## config.mk

```make
export PLATFORM = sky130hd
export DESIGN_NAME = bldc_motion_sequencer
export DESIGN_NICKNAME = d
export VERILOG_FILES = /design/src/rtl/bldc_motion_sequencer.sv
export SDC_FILE = /design/constraint.sdc
export NUM_CORES = 1
export LEC_CHECK = 0
export CAP_MARGIN = 10
export CORE_MARGIN = 4
export CORE_UTILIZATION = 52
export CTS_BUF_LIST = sky130_fd_sc_hd__clkbuf_16
export DETAILED_ROUTE_END_ITERATION = 8
export PLACE_DENSITY = 0.89
export SLEW_MARGIN = 10
export SYNTH_ARGS = -nofsm -noshare
export SYNTH_HDL_FRONTEND = slang
export SYNTH_SLANG_ARGS = --single-unit
export TNS_END_PERCENT = 50
```

## constraint.sdc

```tcl
create_clock -name sys_clk -period 3.4 [get_ports sys_clk]
set_input_delay 0.51 -clock sys_clk [delete_from_list [all_inputs] [get_ports sys_clk]]
set_output_delay 0.51 -clock sys_clk [all_outputs]
set_load 0.01 [all_outputs]
```

## src/rtl/bldc_motion_sequencer.sv

```systemverilog
// BLDC motion sequencer: ramps driver duty toward a commanded target, manages direction
// reversal through a disabled dwell, and retries after driver faults until lockout.
module bldc_motion_sequencer #(
  parameter int duty_width          = 10,
  parameter int ramp_step           = 4,
  parameter int ramp_interval_ticks = 10,
  parameter int stop_dwell_ticks    = 20,
  parameter int retry_holdoff_ticks = 50,
  parameter int max_retries         = 2
) (
  input  logic                  sys_clk,
  input  logic                  reset_n,
  input  logic                  cmd_valid,
  output logic                  cmd_ready,
  input  logic [1:0]            cmd_dir,
  input  logic [duty_width-1:0] cmd_duty,
  input  logic                  fault_n,
  input  logic                  hall_error,
  output logic                  drv_enable,
  output logic [1:0]            drv_direction,
  output logic [duty_width-1:0] drv_duty,
  output logic [2:0]            seq_state,
  output logic [1:0]            retry_count,
  output logic                  lockout
);

  // Direction encoding: 0 = none (stop), 1 = clockwise, 2 = counter-clockwise.
  localparam logic [1:0] DIR_NONE = 2'd0;

  localparam int CNT_MAX_A = (ramp_interval_ticks > stop_dwell_ticks) ? ramp_interval_ticks
                                                                      : stop_dwell_ticks;
  localparam int CNT_MAX   = (CNT_MAX_A > retry_holdoff_ticks) ? CNT_MAX_A : retry_holdoff_ticks;
  localparam int CNT_W     = $clog2(CNT_MAX + 1);

  localparam logic [CNT_W-1:0]      RAMP_LAST  = CNT_W'(ramp_interval_ticks - 1);
  localparam logic [CNT_W-1:0]      DWELL_LAST = CNT_W'(stop_dwell_ticks - 1);
  localparam logic [CNT_W-1:0]      HOLD_LAST  = CNT_W'(retry_holdoff_ticks - 1);
  localparam logic [duty_width-1:0] STEP       = duty_width'(ramp_step);
  localparam logic [1:0]            MAX_RETRY  = 2'(max_retries);

  typedef enum logic [2:0] {
    S_IDLE       = 3'd0,
    S_RAMP       = 3'd1,
    S_HOLD       = 3'd2,
    S_STOP_DWELL = 3'd3,
    S_FAULT      = 3'd4,
    S_LOCKOUT    = 3'd5
  } state_t;

  state_t                  state_q, state_d;
  logic [CNT_W-1:0]        cnt_q, cnt_d;
  logic [duty_width-1:0]   duty_q, duty_d;
  logic [1:0]              dir_q, dir_d;
  logic [1:0]              tgt_dir_q, tgt_dir_d;
  logic [duty_width-1:0]   tgt_duty_q, tgt_duty_d;
  logic [1:0]              retry_q, retry_d;

  logic                    accept;
  logic                    fault_seen;
  logic [duty_width-1:0]   eff_tgt;

  // One ramp step toward the target; the last step lands exactly on it so the
  // duty can never overshoot or wrap past either end of its range.
  function automatic logic [duty_width-1:0] ramp_toward(input logic [duty_width-1:0] cur,
                                                        input logic [duty_width-1:0] tgt);
    logic [duty_width-1:0] res;
    res = cur;
    if (cur < tgt) begin
      res = ((tgt - cur) <= STEP) ? tgt : cur + STEP;
    end else if (cur > tgt) begin
      res = ((cur - tgt) <= STEP) ? tgt : cur - STEP;
    end
    return res;
  endfunction

  function automatic logic [1:0] sat_inc(input logic [1:0] v);
    return (v == 2'b11) ? 2'b11 : v + 2'd1;
  endfunction

  always_ff @(posedge sys_clk or negedge reset_n) begin
    if (!reset_n) begin
      state_q    <= S_IDLE;
      cnt_q      <= '0;
      duty_q     <= '0;
      dir_q      <= DIR_NONE;
      tgt_dir_q  <= DIR_NONE;
      tgt_duty_q <= '0;
      retry_q    <= '0;
    end else begin
      state_q    <= state_d;
      cnt_q      <= cnt_d;
      duty_q     <= duty_d;
      dir_q      <= dir_d;
      tgt_dir_q  <= tgt_dir_d;
      tgt_duty_q <= tgt_duty_d;
      retry_q    <= retry_d;
    end
  end

  always_comb begin
    cmd_ready = (state_q == S_IDLE) || (state_q == S_RAMP) ||
                (state_q == S_HOLD) || (state_q == S_LOCKOUT);
  end

  assign accept     = cmd_valid && cmd_ready;
  assign fault_seen = !fault_n || hall_error;
  assign eff_tgt    = (tgt_dir_q == dir_q) ? tgt_duty_q : '0;

  always_comb begin
    state_d    = state_q;
    cnt_d      = cnt_q;
    duty_d     = duty_q;
    dir_d      = dir_q;
    tgt_dir_d  = tgt_dir_q;
    tgt_duty_d = tgt_duty_q;
    retry_d    = retry_q;

    // Lockout drops motion commands entirely; only a stop command is taken.
    if (accept && !(state_q == S_LOCKOUT && cmd_dir != DIR_NONE)) begin
      tgt_dir_d  = cmd_dir;
      tgt_duty_d = cmd_duty;
    end

    unique case (state_q)
      S_IDLE: begin
        duty_d = '0;
        dir_d  = DIR_NONE;
        if (accept && cmd_dir != DIR_NONE) begin
          dir_d   = cmd_dir;
          state_d = S_RAMP;
          cnt_d   = '0;
        end
      end
      S_RAMP: begin
        if (fault_seen) begin
          state_d = S_FAULT;
          duty_d  = '0;
          cnt_d   = '0;
          retry_d = sat_inc(retry_q);
        end else if (!accept && duty_q == eff_tgt && eff_tgt != '0) begin
          state_d = S_HOLD;
          cnt_d   = '0;
        end else if (!accept && duty_q == '0 && tgt_dir_q != dir_q) begin
          state_d = S_STOP_DWELL;
          cnt_d   = '0;
        end else if (cnt_q == RAMP_LAST) begin
          cnt_d  = '0;
          duty_d = ramp_toward(duty_q, eff_tgt);
        end else begin
          cnt_d = cnt_q + CNT_W'(1);
        end
      end
      S_HOLD: begin
        if (fault_seen) begin
          state_d = S_FAULT;
          duty_d  = '0;
          cnt_d   = '0;
          retry_d = sat_inc(retry_q);
        end else if (accept) begin
          state_d = S_RAMP;
          cnt_d   = '0;
        end
      end
      S_STOP_DWELL: begin
        duty_d = '0;
        if (cnt_q == DWELL_LAST) begin
          cnt_d = '0;
          dir_d = tgt_dir_q;
          if (tgt_dir_q == DIR_NONE) begin
            state_d = S_IDLE;
            retry_d = '0;
          end else begin
            state_d = S_RAMP;
          end
        end else begin
          cnt_d = cnt_q + CNT_W'(1);
        end
      end
      S_FAULT: begin
        duty_d = '0;
        // Holdoff only advances on fault-free cycles; any reassertion restarts it.
        if (fault_seen) begin
          cnt_d = '0;
        end else if (cnt_q == HOLD_LAST) begin
          cnt_d   = '0;
          state_d = (retry_q > MAX_RETRY) ? S_LOCKOUT : S_RAMP;
        end else begin
          cnt_d = cnt_q + CNT_W'(1);
        end
      end
      S_LOCKOUT: begin
        duty_d = '0;
        if (accept && cmd_dir == DIR_NONE) begin
          state_d = S_IDLE;
          dir_d   = DIR_NONE;
          retry_d = '0;
          cnt_d   = '0;
        end
      end
      default: begin
        state_d = S_IDLE;
        cnt_d   = '0;
        duty_d  = '0;
        dir_d   = DIR_NONE;
      end
    endcase
  end

  assign drv_enable    = (state_q == S_RAMP) || (state_q == S_HOLD);
  assign drv_direction = dir_q;
  assign drv_duty      = duty_q;
  assign seq_state     = state_q;
  assign retry_count   = retry_q;
  assign lockout       = (state_q == S_LOCKOUT);

endmodule

```

==> results.json, run 1 <==
{
  "antenna_found_initial": 0,
  "crit_path_cell_trace": "xor2_2 > nor2_2 > buf_6 > nand2_2 > ha_2 > buf_4 > buf_4 > nor2_2 > nor2_4 > nand3_4 > nand2_2 > a221o_1 > a211oi_4 > buf_4 > buf_4 > o21a_4 > nor2_1 > a31oi_2 > o31ai_2",
  "slowest_stage": "dfrtp_1",
  "cp-startpoint": "tgt_dir_q[1]",
  "async_flop_share_pct": 100,
  "worstSetupEndpointType": "flip-flop",
  "fin_crit_sh_pct": 117,
  "synthCells": 408,
  "r2r-start": "tgt_dir_q[1]",
  "min_path_cells": 1,
  "cts_hold_buf": 0,
  "die_area_um2": 7760,
  "gp_congestion": 1.04,
  "synthTopCellsByArea": "dfrtp_1 (26%), ha_1 (7.9%), a21oi_1 (4.6%), mux2_2 (4.4%), nand2_1 (3.9%)",
  "tritoncts": "yes",
  "arrival_ns": 4.14,
  "drive_gt1_share_pct": 39.4,
  "critPathMostFrequentCell": "buf_4",
  "reg2reg_slack_ns": -0.58,
  "final-max-slew-violation-count": 0,
  "yosysSeqAreaShare_pct": 26.2,
  "synth_edf_count": 0,
  "max_freq_mhz": 251,
  "hold_class": "flip-flop to flip-flop",
  "cts_buffers": 5,
  "design.core.area_um2": 6060,
  "wl_per_cell_um": 27.3,
  "final_cell_area_um2": 5150,
  "die_x_um": 88.1,
  "finalNetCount": 568,
  "firstDrtPassIters": 7,
  "start_util_pct": 55.1,
  "drc": 0,
  "drtIter0Drc": 658,
  "outcome": "finished, violations left",
  "drt-vias-per-instance": 7.57,
  "grt_pass1_wl_um": 21600,
  "min_to": "cnt_q[0]",
  "critPathMaxFanout": 6,
  "clkSlewWorstSetupHoldPaths_ns": 0.06,
  "rsz0062_at_grt": "yes",
  "reg2reg_depth": 19,
  "layout_setup_ws_ns": -0.579,
  "slew_headroom_pct": 45.4,
  "syn_area_per_cell_um2": 8.18,
  "htree_levels": 2,
  "clock_skew_ns": 0.00547,
  "hold_start": "cnt_q[0]",
  "placed_area_um2": 4370,
  "period_minus_slack_ns": 3.98,
  "worst_pin_slew_ns": 0.817,
  "ys.flop_type": "dfrtp_1",
  "dr_total_vias": 4586,
  "grt-ovfl-total": 0,
  "yosysTopAreaCellShare_pct": 26.2,
  "dieHeight_um": 88.1,
  "area_growth_pct": 54.3,
  "timing.rr.end": "drv_duty[6]",
  "antenna_cells": 0,
  "cts_buffer_depth": 2,
  "wl_um": 16500,
  "io_pins": 37,
  "root_buffer": "clkbuf_16",
  "grt_pass1_vias": 4202,
  "max_stage_delay_ns": 0.44,
  "synth_nets": 446,
  "path_class": "flip-flop to flip-flop",
  "syn_area_um2": 3340,
  "core.rowCount": 28,
  "grt_usage_pct": 36.2,
  "synth-seq-cells": 35,
  "failed_checks": "negative setup slack",
  "multi_input_area_um2": 2830,
  "seq_area_um2": 880,
  "cap_violations": 0,
  "crit_path_start_kind": "flip-flop",
  "dp_hpwl_um": 8680,
  "grt_start_max_net_pins": 19,
  "numPortBuffers": 36,
  "finalSetupTns_ns": -5.47,
  "synth_cell_types": 70,
  "finalSetupViolations": 18,
  "cts_num_sinks": 35,
  "clk_latency_ns": 0.29,
  "worstPathRequired_ns": 3.56,
  "fillers": 299,
  "synth.largest_area_cell": "dfrtp_1",
  "postRouteAntennaNets": 0,
  "hold_viol_final": 0,
  "yosysWarnings": 0
}
[worst max-delay path, delay by kind of cell, from the launching register on]
kind	cells	cell delay (ns)
DFF	1	0.44
AOI/OAI and AO/OA	5	1.30
buffers and inverters	5	0.84
xor gates and xnor gates	1	0.22
and+or+nand+nor	7	0.83
adders and majority gates	1	0.20
[logic make-up (layout without fill, tap and decap cells)]
logic type / after synthesis / count (layout) / synth area share (%)
AND/OR/NAND/NOR: 153 / 153 / 25.2
AO/OA/AOI/OAI: 128 / 128 / 26.4
buffers and inverters: 40 / 163 / 4.65
flip-flops: 35 / 35 / 26.2
adder cells (fa/ha/maj): 21 / 21 / 7.87
XOR/XNOR: 16 / 16 / 4.65
multiplexers: 15 / 15 / 4.99
[layout make-up]
class                           instances  area share, %
Clock buffer                            5           2.43
Tap cell                               75           1.82
Timing Repair Buffer                  132           21.7
Sequential cell                        35           17.1
Multi-Input combinational cell        333           55.0
Inverter                               23           1.72
Clock inverter                          3          0.316
[synth_stat cells, types with 4 or more instances]
cell type  count
o21ai_0       24
o31ai_1        9
and4_1         4
nor3_1         6
nand3_1       20
nor4_1         4
buf_2          4
a22oi_1        4
and3_1         8
a31oi_1        6
nand2_1       35
clkbuf_1      13
xor2_1         8
ha_1          21
and2_1         5
nand2b_1       6
o211ai_1       4
a21oi_1       31
xnor2_1        6
nor2_1        24
inv_1         23
nor2b_1        9
o21a_1         6
dfrtp_1       35
nand4_1        8
a211oi_1       4
mux2_2        13
[state kept, by name, indices dropped and copies added, names as in the netlist]
name	cells
drv_duty	10
tgt_duty_q	10
cnt_q	6
seq_state	3
drv_direction	2
retry_count	2
tgt_dir_q	2
[cell usage in the layout, fill, tap and decap left out, types with 6 or more instances in the layout]
| cell | n |
|---|---|
| a21oi_1 | 23 |
| and3_1 | 7 |
| buf_4 | 89 |
| buf_6 | 6 |
| clkdlybuf4s50_1 | 36 |
| dfrtp_1 | 32 |
| ha_1 | 11 |
| ha_4 | 9 |
| inv_1 | 21 |
| mux2_2 | 13 |
| nand2_1 | 26 |
| nand2_2 | 9 |
| nand2b_1 | 6 |
| nand3_1 | 19 |
| nand4_1 | 8 |
| nor2_1 | 20 |
| nor2b_1 | 7 |
| o21ai_0 | 8 |
| o21ai_1 | 9 |
| o21ai_2 | 8 |
| xnor2_1 | 6 |
| xor2_1 | 6 |
[worst max path at each step]
stage                              to  slack, ns  cells after the start
after floorplan           drv_duty[7]      0.002                     13
after global placement    drv_duty[7]      -0.15                     16
after detailed placement  drv_duty[4]      -0.34                     16
after CTS                 drv_duty[7]      -0.21                     17
after global routing      drv_duty[6]      -0.63                     16
final                     drv_duty[6]      -0.58                     19
[stage by stage]
| stage | cells | util (%) | hold slack (ns) | worst slack, ns |
|---|---|---|---|---|
| CTS | 598 | 78.2 | 0.538 | -0.209 |
| global placement | 577 | 72.1 | 0.510 | -0.153 |
| floorplan | 408 | - | 0.214 | 0.00167 |
| detailed placement | 577 | 72.1 | 0.527 | -0.341 |
| finish | 606 | 85.0 | 0.538 | -0.579 |
| global route | 606 | 85.0 | 0.565 | -0.632 |
[metal layers]
metal | wire length [µm] | part of all wire, % | vias up | track usage [%]
met2 | 7200 | 44 | 507 | 61.2
met5 | 0 | 0 | - | 0
li1 | - | - | 1791 | -
met3 | 2150 | 13 | 209 | 6.02
met1 | 5580 | 34 | 2079 | 42.7
met4 | 1580 | 9.6 | 0 | 22.3
[repair_timing]
item                       in CTS  in global routing
resized for setup              37                 72
pin swaps                      22                 30
buffers inserted               13                  8
setup endpoints to repair      15                 19
Power of run 1 is left out: the tool's default activity adds up to more than one toggle a clock period on the data nets, which glitch-free logic cannot reach.
==> run 2: changes to the inputs <==
--- a/config.mk
+++ b/config.mk
@@ -10,8 +10,8 @@
 export CORE_UTILIZATION = 52
 export CTS_BUF_LIST = sky130_fd_sc_hd__clkbuf_16
 export DETAILED_ROUTE_END_ITERATION = 8
+export GPL_TIMING_DRIVEN = 0
 export PLACE_DENSITY = 0.89
-export SLEW_MARGIN = 10
 export SYNTH_ARGS = -nofsm -noshare
 export SYNTH_HDL_FRONTEND = slang
 export SYNTH_SLANG_ARGS = --single-unit
==> run 2 against run 1 <==
The run still ends with negative setup slack left. Utilization up 3.2 points. Hold slack worse by 0.21 ns. Sequential share of layout area down 0.59 points. Global-route usage down 0.53 points. Sequential cell count unchanged. Clock skew up 0.0055 ns. Die area unchanged. Cell count down 2.3%. Non-clock buffer count down 15. Fmax down 0.64%. Critical endpoint is now drv_duty[9].
==> results.json, run 2 (synthesized netlist as in run 1, its figures left out) <==
{
  "grt_pass1_wl_um": 21200,
  "slew_headroom_pct": 26.8,
  "grt_pass1_vias": 4012,
  "clk_latency_ns": 0.30,
  "finalSetupTns_ns": -5.12,
  "dp.cells": 519,
  "cts_num_sinks": 35,
  "cts_buffers": 5,
  "rsz0062_at_grt": "yes",
  "finalNetCount": 554,
  "clkSlewWorstSetupHoldPaths_ns": 0.07,
  "tritoncts": "yes",
  "gp_congestion": 0.970,
  "drive_gt1_share_pct": 40.2,
  "hold_slack_ns": 0.332,
  "grt_start_max_net_pins": 36,
  "outcome": "finished, violations left",
  "die_area_um2": 7760,
  "wl_per_cell_um": 28.7,
  "finalSetupViolations": 14,
  "design.core.area_um2": 6060,
  "worstSetupEndpointType": "flip-flop",
  "fin_cells": 592,
  "antenna_found_initial": 1,
  "htree_levels": 2,
  "die_x_um": 88.1,
  "start_util_pct": 55.1,
  "area_growth_pct": 60.1,
  "numPortBuffers": 36,
  "max_freq_mhz": 250,
  "antenna_cells": 0,
  "failed_checks": "negative setup slack",
  "final_cell_mix": "buf_4 (55), clkdlybuf4s50_1 (35), dfrtp_1 (31)",
  "cap_violations": 0,
  "worstPathRequired_ns": 3.57,
  "reg2reg_slack_ns": -0.60,
  "grt-ovfl-total": 0,
  "crit_path_start_kind": "flip-flop",
  "final-max-slew-violation-count": 0,
  "drt-vias-per-instance": 7.60,
  "worst_pin_slew_ns": 1.09,
  "final_common_cell": "buf_4",
  "drtIter0Drc": 652,
  "postRouteAntennaNets": 0,
  "layout_setup_ws_ns": -0.605,
  "wl_um": 17000,
  "cts_buffer_depth": 2,
  "clock_skew_ns": 0.0110,
  "arrival_ns": 4.18,
  "grt_usage_pct": 35.6,
  "dieHeight_um": 88.1,
  "fin_crit_sh_pct": 118,
  "core.rowCount": 28,
  "root_buffer": "clkbuf_16",
  "firstDrtPassIters": 6,
  "dp_hpwl_um": 7700,
  "cts_hold_buf": 0,
  "hold_class": "input pin to asynchronous set/reset pin",
  "dr_total_vias": 4498,
  "hold_viol_final": 0,
  "io_pins": 37,
  "path_class": "flip-flop to flip-flop",
  "drc": 0,
  "period_minus_slack_ns": 4.00,
  "critPathMaxFanout": 6
}
[run 2: final timing paths]
kind | startpoint | endpoint | cells after the start
max | tgt_dir_q[0] | drv_duty[9] | 16
min | reset_n | tgt_duty_q[4] | 1
max reg2reg | tgt_dir_q[0] | drv_duty[9] | 16
min reg2reg | cnt_q[0] | cnt_q[0] | 1
max in group asynchronous | reset_n | tgt_dir_q[0] | 1
min in group sys_clk | cnt_q[0] | cnt_q[0] | 1
[run 2: final cells by class]
class,instances,area (µm²)
tap,75,93.8
clock inverter,3,43.8
inverter,23,96.3
multi-input combinational,334,3050
sequential,35,881
fill,273,719
clock buffer,5,125
buffer,16,143
timing repair buffer,101,906
[run 2: critical path, stage by stage (launching register included)]
cell      delay [ns]
dfrtp_2         0.47
xor2_4          0.22
nor2_4          0.16
buf_12          0.17
nand2_8         0.09
ha_4            0.25
buf_8           0.13
buf_4           0.15
a41oi_2         0.30
a31oi_4         0.14
a211oi_2        0.32
xnor2_1         0.14
nor4b_2         0.30
buf_4           0.20
a21oi_2         0.11
a221o_1         0.37
o31ai_2         0.34
[run 2: what timing repair did]
item,4_1_cts,5_1_grt
hold endpoints to repair,0,0
gates cloned,2,1
pin swaps,35,49
resized for setup,67,102
endpoints found under the setup margin,18,19
buffers inserted,28,36
[run 2: layer usage]
metal / wire length (µm) / global-route usage, %
met1: 5480 / 42.0
met2: 7480 / 57.7
met3: 2160 / 9.50
met4: 1870 / 22.0
met5: 0 / 0
[run 2: per-stage QoR]
stage	util, %	worst slack (ns)	area [µm²]
5_1_grt	88.1	-0.671	5340
3_5_place_dp	64.0	-0.698	3880
2_1_floorplan	-	0.00167	3430
4_1_cts	76.0	-0.288	4600
6_report	88.1	-0.605	5340
3_3_place_gp	64.1	-0.661	3880
Power of run 2 is left out for the same reason.
==> run 3: changes to the inputs <==
--- a/config.mk
+++ b/config.mk
@@ -6,8 +6,10 @@
 export NUM_CORES = 1
 export LEC_CHECK = 0
 export CAP_MARGIN = 10
+export CELL_PAD_IN_SITES_DETAIL_PLACEMENT = 1
+export CELL_PAD_IN_SITES_GLOBAL_PLACEMENT = 2
 export CORE_MARGIN = 4
-export CORE_UTILIZATION = 52
+export CORE_UTILIZATION = 31
 export CTS_BUF_LIST = sky130_fd_sc_hd__clkbuf_16
 export DETAILED_ROUTE_END_ITERATION = 8
 export GPL_TIMING_DRIVEN = 0
==> run 3 against run 2 <==
The run still ends with negative setup slack left. Via count is 11% lower. Sequential share of layout area is 0.26 points higher. Die area is 61% higher. Routed wire length is 9.8% lower. Non-clock buffer count is 2 lower. Utilization is 38 points lower. Clock skew is 0.0032 ns lower. Sequential cell count stayed put. Global-route usage is 14 points lower.
==> results.json, run 3 (synthesized netlist as in run 1, its figures left out) <==
{
  "max_stage_delay_ns": 0.45,
  "cts_num_sinks": 35,
  "htree_levels": 2,
  "path_class": "flip-flop to flip-flop",
  "max_freq_mhz": 257,
  "final-max-slew-violation-count": 0,
  "grt-ovfl-total": 0,
  "wl_um": 15300,
  "worst_pin_slew_ns": 0.987,
  "slowest_stage": "dfrtp_2",
  "cts_buffer_depth": 2,
  "finalSetupViolations": 17,
  "clk_latency_ns": 0.29,
  "final_common_cell": "buf_4",
  "dieHeight_um": 112,
  "drive_gt1_share_pct": 37.1,
  "core.rowCount": 37,
  "grt_pass1_vias": 4096,
  "placed_area_um2": 3950,
  "worstSetupEndpointType": "flip-flop",
  "fillers": 1184,
  "tritoncts": "yes",
  "design.core.area_um2": 10400,
  "hold_class": "input pin to asynchronous set/reset pin",
  "die_x_um": 112,
  "crit_path_cell_trace": "xor2_4 > nor2_4 > buf_12 > nand2_8 > inv_4 > ha_4 > nor2b_4 > o211ai_1 > buf_4 > buf_4 > nand3_1 > xnor2_1 > nor2_1 > nor4b_4 > buf_4 > buf_6 > a21oi_4 > a221o_1 > o31ai_4",
  "area_growth_pct": 57.6,
  "cap_violations": 0,
  "rsz0062_at_grt": "yes",
  "postRouteAntennaNets": 0,
  "hold_viol_final": 0,
  "grt_usage_pct": 21.7,
  "seq_area_um2": 881,
  "dp_hpwl_um": 8950,
  "drc": 0,
  "failed_checks": "negative setup slack",
  "clkSlewWorstSetupHoldPaths_ns": 0.06,
  "wl_per_cell_um": 23.6,
  "final_cell_area_um2": 5260,
  "arrival_ns": 4.07,
  "dr_total_vias": 4017,
  "gp_congestion": 0.949,
  "critPathMaxFanout": 5,
  "drtIter0Drc": 249,
  "multi_input_area_um2": 2940,
  "slew_headroom_pct": 33.6,
  "fin_crit_sh_pct": 114,
  "finalSetupTns_ns": -4.53,
  "die_area_um2": 12500,
  "critPathMostFrequentCell": "buf_4",
  "cts_hold_buf": 0,
  "final_cell_mix": "buf_4 (52), clkdlybuf4s50_1 (35), dfrtp_1 (31), nand2_1 (25)",
  "grt_pass1_wl_um": 22200,
  "period_minus_slack_ns": 3.88,
  "drt-vias-per-instance": 6.17,
  "outcome": "finished, violations left",
  "cts_buffers": 5,
  "antenna_found_initial": 0,
  "hold_slack_ns": 0.334,
  "finalNetCount": 552,
  "dp_slack_ns": -0.943,
  "io_pins": 37,
  "layout_setup_ws_ns": -0.484,
  "worstPathRequired_ns": 3.59,
  "antenna_cells": 0,
  "root_buffer": "clkbuf_16",
  "grt_start_max_net_pins": 36,
  "numPortBuffers": 36,
  "crit_path_start_kind": "flip-flop",
  "clock_skew_ns": 0.00776,
  "firstDrtPassIters": 5,
  "start_util_pct": 32.0
}
## run 3: layout make-up
| class | instances | area share (%) |
|---|---|---|
| Tap cell | 136 | 3.24 |
| Clock buffer | 5 | 2.38 |
| Sequential cell | 35 | 16.8 |
| Inverter | 23 | 1.78 |
| Timing Repair Buffer | 99 | 16.6 |
| Multi-Input combinational cell | 334 | 55.9 |
| Buffer | 16 | 2.50 |
| Clock inverter | 3 | 0.833 |
## run 3: layer usage
metal  wire length (µm)  track usage [%]
met1               6250             27.2
met2               7810             38.4
met3                683             2.39
met4                588             7.87
met5                  0                0
## run 3: repair_timing
| action | 4_1_cts | 5_1_grt |
|---|---|---|
| setup buffers | 36 | 26 |
| pin swaps | 35 | 44 |
| endpoints found under the setup margin | 19 | 19 |
| gates resized for setup | 72 | 75 |
| gates cloned | 3 | 0 |
## run 3: worst paths after layout
check                              from        endpoint  slack, ns  depth (start not counted)
max                        tgt_dir_q[0]     drv_duty[9]      -0.48                         19
max reg2reg                tgt_dir_q[0]     drv_duty[9]      -0.48                         19
max in group asynchronous       reset_n    tgt_dir_q[1]       2.48                          1
min reg2reg                    cnt_q[0]        cnt_q[0]       0.53                          1
min in group sys_clk           cnt_q[0]        cnt_q[0]       0.53                          1
min                             reset_n  retry_count[1]       0.33                          1
## run 3: stage by stage
step / std cells / util [%]
2_1_floorplan: 408 / -
3_3_place_gp: 580 / 38.0
3_5_place_dp: 580 / 38.0
4_1_cts: 625 / 45.5
5_1_grt: 651 / 50.5
6_report: 651 / 50.5
## run 3: critical path, delay by kind of cell, from the launching register on
family	cells	cell delay [ns]
AO/OA/AOI/OAI	4	0.99
XOR/XNOR	2	0.34
flip-flops	1	0.45
AND/OR/NAND/NOR	6	0.96
adder cells (fa/ha/maj)	1	0.20
buffers and inverters	6	0.82
Power of run 3 is left out for the same reason.
